<file path="config.mk">
export PLATFORM = sky130hd
export DESIGN_NAME = morra_match_driver
export DESIGN_NICKNAME = d
export VERILOG_FILES = /design/src/rtl/morra_match_driver.sv
export SDC_FILE = /design/constraint.sdc
export NUM_CORES = 1
export LEC_CHECK = 0
export ABC_AREA = 1
export BUFFER_PORTS_ARGS = -buffer_cell sky130_fd_sc_hd__buf_2
export CORE_ASPECT_RATIO = 0.75
export CORE_UTILIZATION = 50
export DETAILED_ROUTE_END_ITERATION = 12
export GPL_ROUTABILITY_DRIVEN = 0
export PLACE_DENSITY = 0.75
export SLEW_MARGIN = 20
export SYNTH_ARGS = -nofsm -noshare
export SYNTH_HDL_FRONTEND = slang
export SYNTH_SLANG_ARGS = --single-unit
</file>
<file path="constraint.sdc">
create_clock -name clk -period 1.7 [get_ports clk]
set_input_delay 0.17 -clock clk [delete_from_list [all_inputs] [get_ports clk]]
set_output_delay 0.17 -clock clk [all_outputs]
set_load 0.03 [all_outputs]
</file>
<file path="src/rtl/morra_match_driver.sv">
// morra_match_driver: player-side traffic source for a MorraCinese game engine.
// Configures a game, streams one LFSR move pair per cycle, scores each manche
// one cycle after its pair was issued and flags engine verdicts that break the rules.
module morra_match_driver #(
    parameter logic [7:0]  SEED1     = 8'hA5,
    parameter logic [7:0]  SEED2     = 8'h3C,
    parameter bit          ALLOW_INV = 1'b0,
    parameter int unsigned TIMEOUT   = 24
) (
    input  logic       clk,
    input  logic       rst,
    input  logic       start,
    input  logic [3:0] rounds_cfg,
    output logic       INIZIA,
    output logic [1:0] PRIMO,
    output logic [1:0] SECONDO,
    input  logic [1:0] MANCHE,
    input  logic [1:0] PARTITA,
    output logic       busy,
    output logic       done,
    output logic [1:0] result,
    output logic [4:0] p1_wins,
    output logic [4:0] p2_wins,
    output logic [4:0] draws,
    output logic [4:0] invalids,
    output logic       mismatch,
    output logic       timeout
);

    localparam int unsigned IW = $clog2(TIMEOUT + 1);

    typedef enum logic [1:0] {
        S_IDLE,
        S_CONFIG,
        S_PLAY,
        S_DONE
    } state_t;

    state_t        state_q, state_d;
    logic [7:0]    lfsr1_q, lfsr1_d;
    logic [7:0]    lfsr2_q, lfsr2_d;
    logic [IW-1:0] issued_q, issued_d;
    logic          hist_valid_q, hist_valid_d;
    logic [1:0]    hist_p1_q, hist_p1_d;
    logic [1:0]    hist_p2_q, hist_p2_d;
    logic [1:0]    result_q, result_d;
    logic [4:0]    p1_wins_q, p1_wins_d;
    logic [4:0]    p2_wins_q, p2_wins_d;
    logic [4:0]    draws_q, draws_d;
    logic [4:0]    invalids_q, invalids_d;
    logic          mismatch_q, mismatch_d;
    logic          timeout_q, timeout_d;
    logic [1:0]    move1, move2;

    // Fibonacci LFSR, taps 8,6,5,4
    function automatic logic [7:0] lfsr_next(input logic [7:0] s);
        return {s[6:0], s[7] ^ s[5] ^ s[4] ^ s[3]};
    endfunction

    // Low two LFSR bits become a move; 00 is either kept as invalid or folded to rock
    function automatic logic [1:0] to_move(input logic [7:0] s);
        if (s[1:0] == 2'b00 && !ALLOW_INV) begin
            return 2'b01;
        end
        return s[1:0];
    endfunction

    // Outcome the rules dictate: 01 P1 wins, 10 P2 wins, 11 draw, 00 invalid pair
    function automatic logic [1:0] rule_outcome(input logic [1:0] a, input logic [1:0] b);
        if (a == 2'b00 || b == 2'b00) begin
            return 2'b00;
        end
        if (a == b) begin
            return 2'b11;
        end
        if ((a == 2'b10 && b == 2'b01) || (a == 2'b01 && b == 2'b11) ||
            (a == 2'b11 && b == 2'b10)) begin
            return 2'b01;
        end
        return 2'b10;
    endfunction

    function automatic logic [4:0] sat_inc(input logic [4:0] c);
        return (c == 5'd31) ? c : c + 5'd1;
    endfunction

    // Next-state, scoring and engine-facing outputs
    always_comb begin
        state_d      = state_q;
        lfsr1_d      = lfsr1_q;
        lfsr2_d      = lfsr2_q;
        issued_d     = issued_q;
        hist_valid_d = hist_valid_q;
        hist_p1_d    = hist_p1_q;
        hist_p2_d    = hist_p2_q;
        result_d     = result_q;
        p1_wins_d    = p1_wins_q;
        p2_wins_d    = p2_wins_q;
        draws_d      = draws_q;
        invalids_d   = invalids_q;
        mismatch_d   = mismatch_q;
        timeout_d    = timeout_q;
        INIZIA       = 1'b0;
        PRIMO        = 2'b00;
        SECONDO      = 2'b00;
        move1        = to_move(lfsr1_q);
        move2        = to_move(lfsr2_q);

        case (state_q)
            S_IDLE, S_DONE: begin
                if (start) begin
                    state_d      = S_CONFIG;
                    issued_d     = '0;
                    hist_valid_d = 1'b0;
                    result_d     = 2'b00;
                    p1_wins_d    = '0;
                    p2_wins_d    = '0;
                    draws_d      = '0;
                    invalids_d   = '0;
                    mismatch_d   = 1'b0;
                    timeout_d    = 1'b0;
                end
            end
            S_CONFIG: begin
                INIZIA  = 1'b1;
                PRIMO   = rounds_cfg[3:2];
                SECONDO = rounds_cfg[1:0];
                state_d = S_PLAY;
            end
            S_PLAY: begin
                PRIMO        = move1;
                SECONDO      = move2;
                lfsr1_d      = lfsr_next(lfsr1_q);
                lfsr2_d      = lfsr_next(lfsr2_q);
                issued_d     = issued_q + 1'b1;
                hist_valid_d = 1'b1;
                hist_p1_d    = move1;
                hist_p2_d    = move2;
                // MANCHE this cycle answers the pair issued last cycle
                if (hist_valid_q) begin
                    case (MANCHE)
                        2'b01:   p1_wins_d  = sat_inc(p1_wins_q);
                        2'b10:   p2_wins_d  = sat_inc(p2_wins_q);
                        2'b11:   draws_d    = sat_inc(draws_q);
                        default: invalids_d = sat_inc(invalids_q);
                    endcase
                    if (MANCHE != 2'b00 && MANCHE != rule_outcome(hist_p1_q, hist_p2_q)) begin
                        mismatch_d = 1'b1;
                    end
                end
                if (PARTITA != 2'b00) begin
                    state_d      = S_DONE;
                    result_d     = PARTITA;
                    hist_valid_d = 1'b0;
                end else if (issued_q == IW'(TIMEOUT - 1)) begin
                    state_d      = S_DONE;
                    timeout_d    = 1'b1;
                    result_d     = 2'b00;
                    hist_valid_d = 1'b0;
                end
            end
            default: state_d = S_IDLE;
        endcase

        busy = (state_q == S_CONFIG) || (state_q == S_PLAY);
        done = (state_q == S_DONE);
    end

    // State and score registers with synchronous reset
    always_ff @(posedge clk) begin
        if (rst) begin
            state_q      <= S_IDLE;
            lfsr1_q      <= SEED1;
            lfsr2_q      <= SEED2;
            issued_q     <= '0;
            hist_valid_q <= 1'b0;
            hist_p1_q    <= 2'b00;
            hist_p2_q    <= 2'b00;
            result_q     <= 2'b00;
            p1_wins_q    <= '0;
            p2_wins_q    <= '0;
            draws_q      <= '0;
            invalids_q   <= '0;
            mismatch_q   <= 1'b0;
            timeout_q    <= 1'b0;
        end else begin
            state_q      <= state_d;
            lfsr1_q      <= lfsr1_d;
            lfsr2_q      <= lfsr2_d;
            issued_q     <= issued_d;
            hist_valid_q <= hist_valid_d;
            hist_p1_q    <= hist_p1_d;
            hist_p2_q    <= hist_p2_d;
            result_q     <= result_d;
            p1_wins_q    <= p1_wins_d;
            p2_wins_q    <= p2_wins_d;
            draws_q      <= draws_d;
            invalids_q   <= invalids_d;
            mismatch_q   <= mismatch_d;
            timeout_q    <= timeout_d;
        end
    end

    assign result   = result_q;
    assign p1_wins  = p1_wins_q;
    assign p2_wins  = p2_wins_q;
    assign draws    = draws_q;
    assign invalids = invalids_q;
    assign mismatch = mismatch_q;
    assign timeout  = timeout_q;

endmodule

</file>
==> flow_summary.rst <==
.. list-table::
   :header-rows: 1

   * - Metric
     - Value
   * - CP Class
     - reg2out
   * - Worst Tran Pin Value
     - between 0.5 and 0.6 ns
   * - DR vias
     - 2375
   * - Core box area
     - 4900 um^2
   * - Top cell type's share of synthesized area
     - 41.0%
   * - Count of boundary I/O pins
     - 42
   * - Detail-routed net length per standard cell
     - 12.8 um
   * - Main area contributors after synthesis
     - sky130_fd_sc_hd__dfxtp_1, sky130_fd_sc_hd__nand2_1, sky130_fd_sc_hd__a21oi_1
   * - Total number of clock tree sinks
     - 52
   * - Vias per inst
     - 5.11
   * - CTS tree
     - built
   * - Total power divided by cell area
     - around 1600 nW/um^2
   * - Global route total overflow
     - 0
   * - Syn Nets
     - 367
   * - Wire length of the first global-routing pass
     - 10.1 mm
   * - Max clock buf depth
     - 2
   * - Area enclosed by the die boundary
     - ~5400 um^2
   * - Number of buffers added to fix hold violations after cts
     - 0
   * - Non-filler cells, final
     - approximately 470
   * - Portion of the post-synthesis area used by sequential elements
     - a little over 40%
   * - Unrepaired setup endpoints after global routing
     - true
   * - Hold Path Class
     - in2reg
   * - H-tree depth reported by CTS
     - 2
   * - Library cell with the largest summed area after synthesis
     - sky130_fd_sc_hd__dfxtp_1
   * - Max Slew Vio Count
     - 0
   * - Signal arrival time at the worst endpoint
     - 1.50 ns
   * - Total GRT Usage
     - a little under a quarter
   * - Critical path endpoint category
     - output pin
   * - F_max
     - 0.599 GHz
   * - Cell chosen for the clock root
     - sky130_fd_sc_hd__clkbuf_8
   * - Post-Route Utilization
     - 65.3%
   * - Initial antenna violation count
     - 0
   * - Nets@finish
     - 428
   * - Cells on Worst Hold Path
     - 3
   * - Filler Cell Count
     - 421
   * - Mean post-synth cell area
     - 7.41 um^2
   * - Starting density of the core
     - between 50% and 60%
   * - Final Setup Violations
     - 0
   * - R2r worst-path depth
     - 10
   * - Critical Path Start Type
     - register
   * - Async set or reset register ratio after synthesis
     - 0%
   * - Clock-pin slew of the registers on the worst-case setup and hold paths
     - 0.10 ns
   * - Number of detailed-routing iterations run before antenna repair
     - 8
   * - Violation count after the first detailed-routing iteration
     - 100
   * - Final-report hold violation count
     - 0
   * - Growth of design area from synthesis to finish
     - 25.9%
   * - Largest fanout on the critical path
     - 7
   * - Num rows
     - 22
   * - Run status
     - finished with violations
   * - Sum of net half-perimeters after detailed placement
     - 4.06 mm
   * - Count of cell types in the netlist
     - 31
   * - Largest net degree at the start of global routing
     - 21
   * - Worst slack at placement
     - -0.0654 ns
   * - Top cells by instance count after synthesis
     - sky130_fd_sc_hd__nand2_1, sky130_fd_sc_hd__dfxtp_1, sky130_fd_sc_hd__a21oi_1, sky130_fd_sc_hd__inv_1, sky130_fd_sc_hd__nor2_1
   * - Remaining antenna violation count
     - 0
   * - Cell area after synthesis
     - 2540 um^2
   * - Fin Hold WS
     - 0.135 ns
   * - Placed standard-cell area
     - 2920 um^2
   * - Via count of the first global-routing pass
     - between 2000 and 2500
   * - Number of warnings reported in the yosys synthesis log
     - 0
   * - Post-layout worst setup margin
     - 0.0297 ns
   * - Insertion delay of the later-clocked pin in the worst-skew pair
     - 0.31 ns
   * - Number of antenna repair diodes
     - 0
   * - Max-cap check violation count
     - 0
   * - Violated checks
     - DRC
   * - Synth Flop Type
     - sky130_fd_sc_hd__dfxtp_1
   * - Most frequent cell after synthesis
     - sky130_fd_sc_hd__nand2_1
   * - Inst Count DP
     - roughly 450
   * - Number of enable flip-flop cells after synthesis
     - 0
   * - Total length of routed wires
     - 5.93 mm
   * - Final cycle utilization of the critical path
     - a little over nine tenths
   * - CP Data Required Time
     - 1.53 ns
   * - Slew Limit Headroom
     - 62.0%
   * - Ratio of cells with drive above 1 in the final layout
     - between 20 and 30%
   * - Worst IR drop on VDD
     - 0.000793 V
   * - Vertical die dimension
     - 63.7 um
   * - Number of storage elements in the synthesis netlist
     - 52
   * - Die span in x
     - 84.3 um
   * - Number of buffers inserted during clock tree synthesis
     - 5
   * - Number of buffers added on ports
     - 41
   * - Post-route cell area
     - ~3200 um^2
   * - Static leakage
     - 0.00151 uW
   * - Crit path time final
     - 1.67 ns
   * - Clock Skew
     - 0.00967 ns
   * - Number of standard cells after synthesis
     - 343
   * - Number of DRC violations after detailed routing
     - 6
-- cells by family (layout without fill, tap and decap cells) --
kind of cell	Yosys count	count (layout)	synth area share, %
AND/OR/NAND/NOR	163	163	29.9
AO/OA/AOI/OAI	60	60	13.1
flip-flops	52	52	41.0
buffers and inverters	48	110	7.24
adder cells (fa/ha/maj)	13	13	6.40
XOR/XNOR	7	7	2.41
-- flip-flops by register name, indices dropped and copies added, names as in the netlist, 2 cells and up --
signal     flops
result         2
state_q        2
draws          5
p1_wins        5
lfsr1_q        8
p2_wins        5
hist_p1_q      2
issued_q       5
hist_p2_q      2
invalids       5
lfsr2_q        8
-- final cells by class --
type	instances	area (um^2)	area share, %
Timing Repair Buffer	63	404	12.6
Tap cell	60	75.1	2.35
Clock inverter	3	28.8	0.899
Inverter	39	154	4.81
Clock buffer	5	68.8	2.15
Sequential cell	52	1050	32.7
Multi-Input combinational cell	243	1420	44.4
-- placed cells by master, fill, tap and decap left out, types with 3 or more instances in the layout --
cell                       netlist  final
sky130_fd_sc_hd__and3_1          3      3
sky130_fd_sc_hd__buf_6           0      3
sky130_fd_sc_hd__o21ai_1         0      3
sky130_fd_sc_hd__nand2_2         3      5
sky130_fd_sc_hd__nor2_1         31     28
sky130_fd_sc_hd__clkbuf_8        0      5
sky130_fd_sc_hd__inv_1          34     30
sky130_fd_sc_hd__nand2_1        75     71
sky130_fd_sc_hd__xnor2_1         5      5
sky130_fd_sc_hd__dfxtp_2         0      5
sky130_fd_sc_hd__o21ai_2         2      3
sky130_fd_sc_hd__nor2_4          1      3
sky130_fd_sc_hd__nand4_1         3      3
sky130_fd_sc_hd__a21oi_1        36     32
sky130_fd_sc_hd__buf_4           0     22
sky130_fd_sc_hd__o21ai_0        15     11
sky130_fd_sc_hd__buf_2           3     37
sky130_fd_sc_hd__nor3_2          2      3
sky130_fd_sc_hd__inv_2           3      7
sky130_fd_sc_hd__nand3_1        27     26
sky130_fd_sc_hd__dfxtp_1        52     47
sky130_fd_sc_hd__o211a_1         3      3
sky130_fd_sc_hd__ha_1           13     11
sky130_fd_sc_hd__nand2_4         4      6
sky130_fd_sc_hd__nor3_1          8      7
-- report_power, final --
| group | switching, uW | internal, uW | total [uW] |
|---|---|---|---|
| Sequential | 221 | 1480 | 1700 |
| Combinational | 1690 | 1100 | 2790 |
| Clock | 451 | 312 | 763 |
| Total | 2360 | 2890 | 5250 |
-- path summary, 6_finish.rpt --
kind / slack [ns] / end / startpoint
max: 0.03 / PRIMO[0] / state_q[0]
min: 0.13 / result[0] / PARTITA[0]
max reg2reg: 0.04 / p2_wins[0] / state_q[0]
min reg2reg: 0.47 / result[0] / result[0]
-- per-layer routing --
| layer | GRT usage (%) | wire, um | part of all wire (%) |
|---|---|---|---|
| met5 | 0 | 0 | 0 |
| met4 | 6.25 | 32 | 0.54 |
| met3 | 4.01 | 220 | 3.7 |
| met2 | 37.4 | 2710 | 46 |
| met1 | 33.3 | 2970 | 50 |
-- worst max-delay path: stages (launching register included) --
cell and delay (ns):
sky130_fd_sc_hd__dfxtp_2 0.35, sky130_fd_sc_hd__inv_2 0.05, sky130_fd_sc_hd__ha_4 0.19, sky130_fd_sc_hd__buf_12 0.15, sky130_fd_sc_hd__a21oi_4 0.15, sky130_fd_sc_hd__nand2_1 0.08
sky130_fd_sc_hd__nand2_2 0.07, sky130_fd_sc_hd__inv_2 0.03, sky130_fd_sc_hd__buf_6 0.12
-- stage by stage --
step                      total power (uW)  setup TNS [ns]
after detailed placement              4100          -0.241
after global placement                4040               0
after CTS                             5030               0
after global routing                  5630          -0.256
final                                 5250               0
after floorplan                       3390          -0.173
-- timing repair --
item | CTS | global route
resized for setup | 17 | 31
pin swaps | 1 | 5
setup buffers | 3 | 2
setup endpoints to repair | 24 | 26
Note: power is estimated with default switching activity, not from simulation.
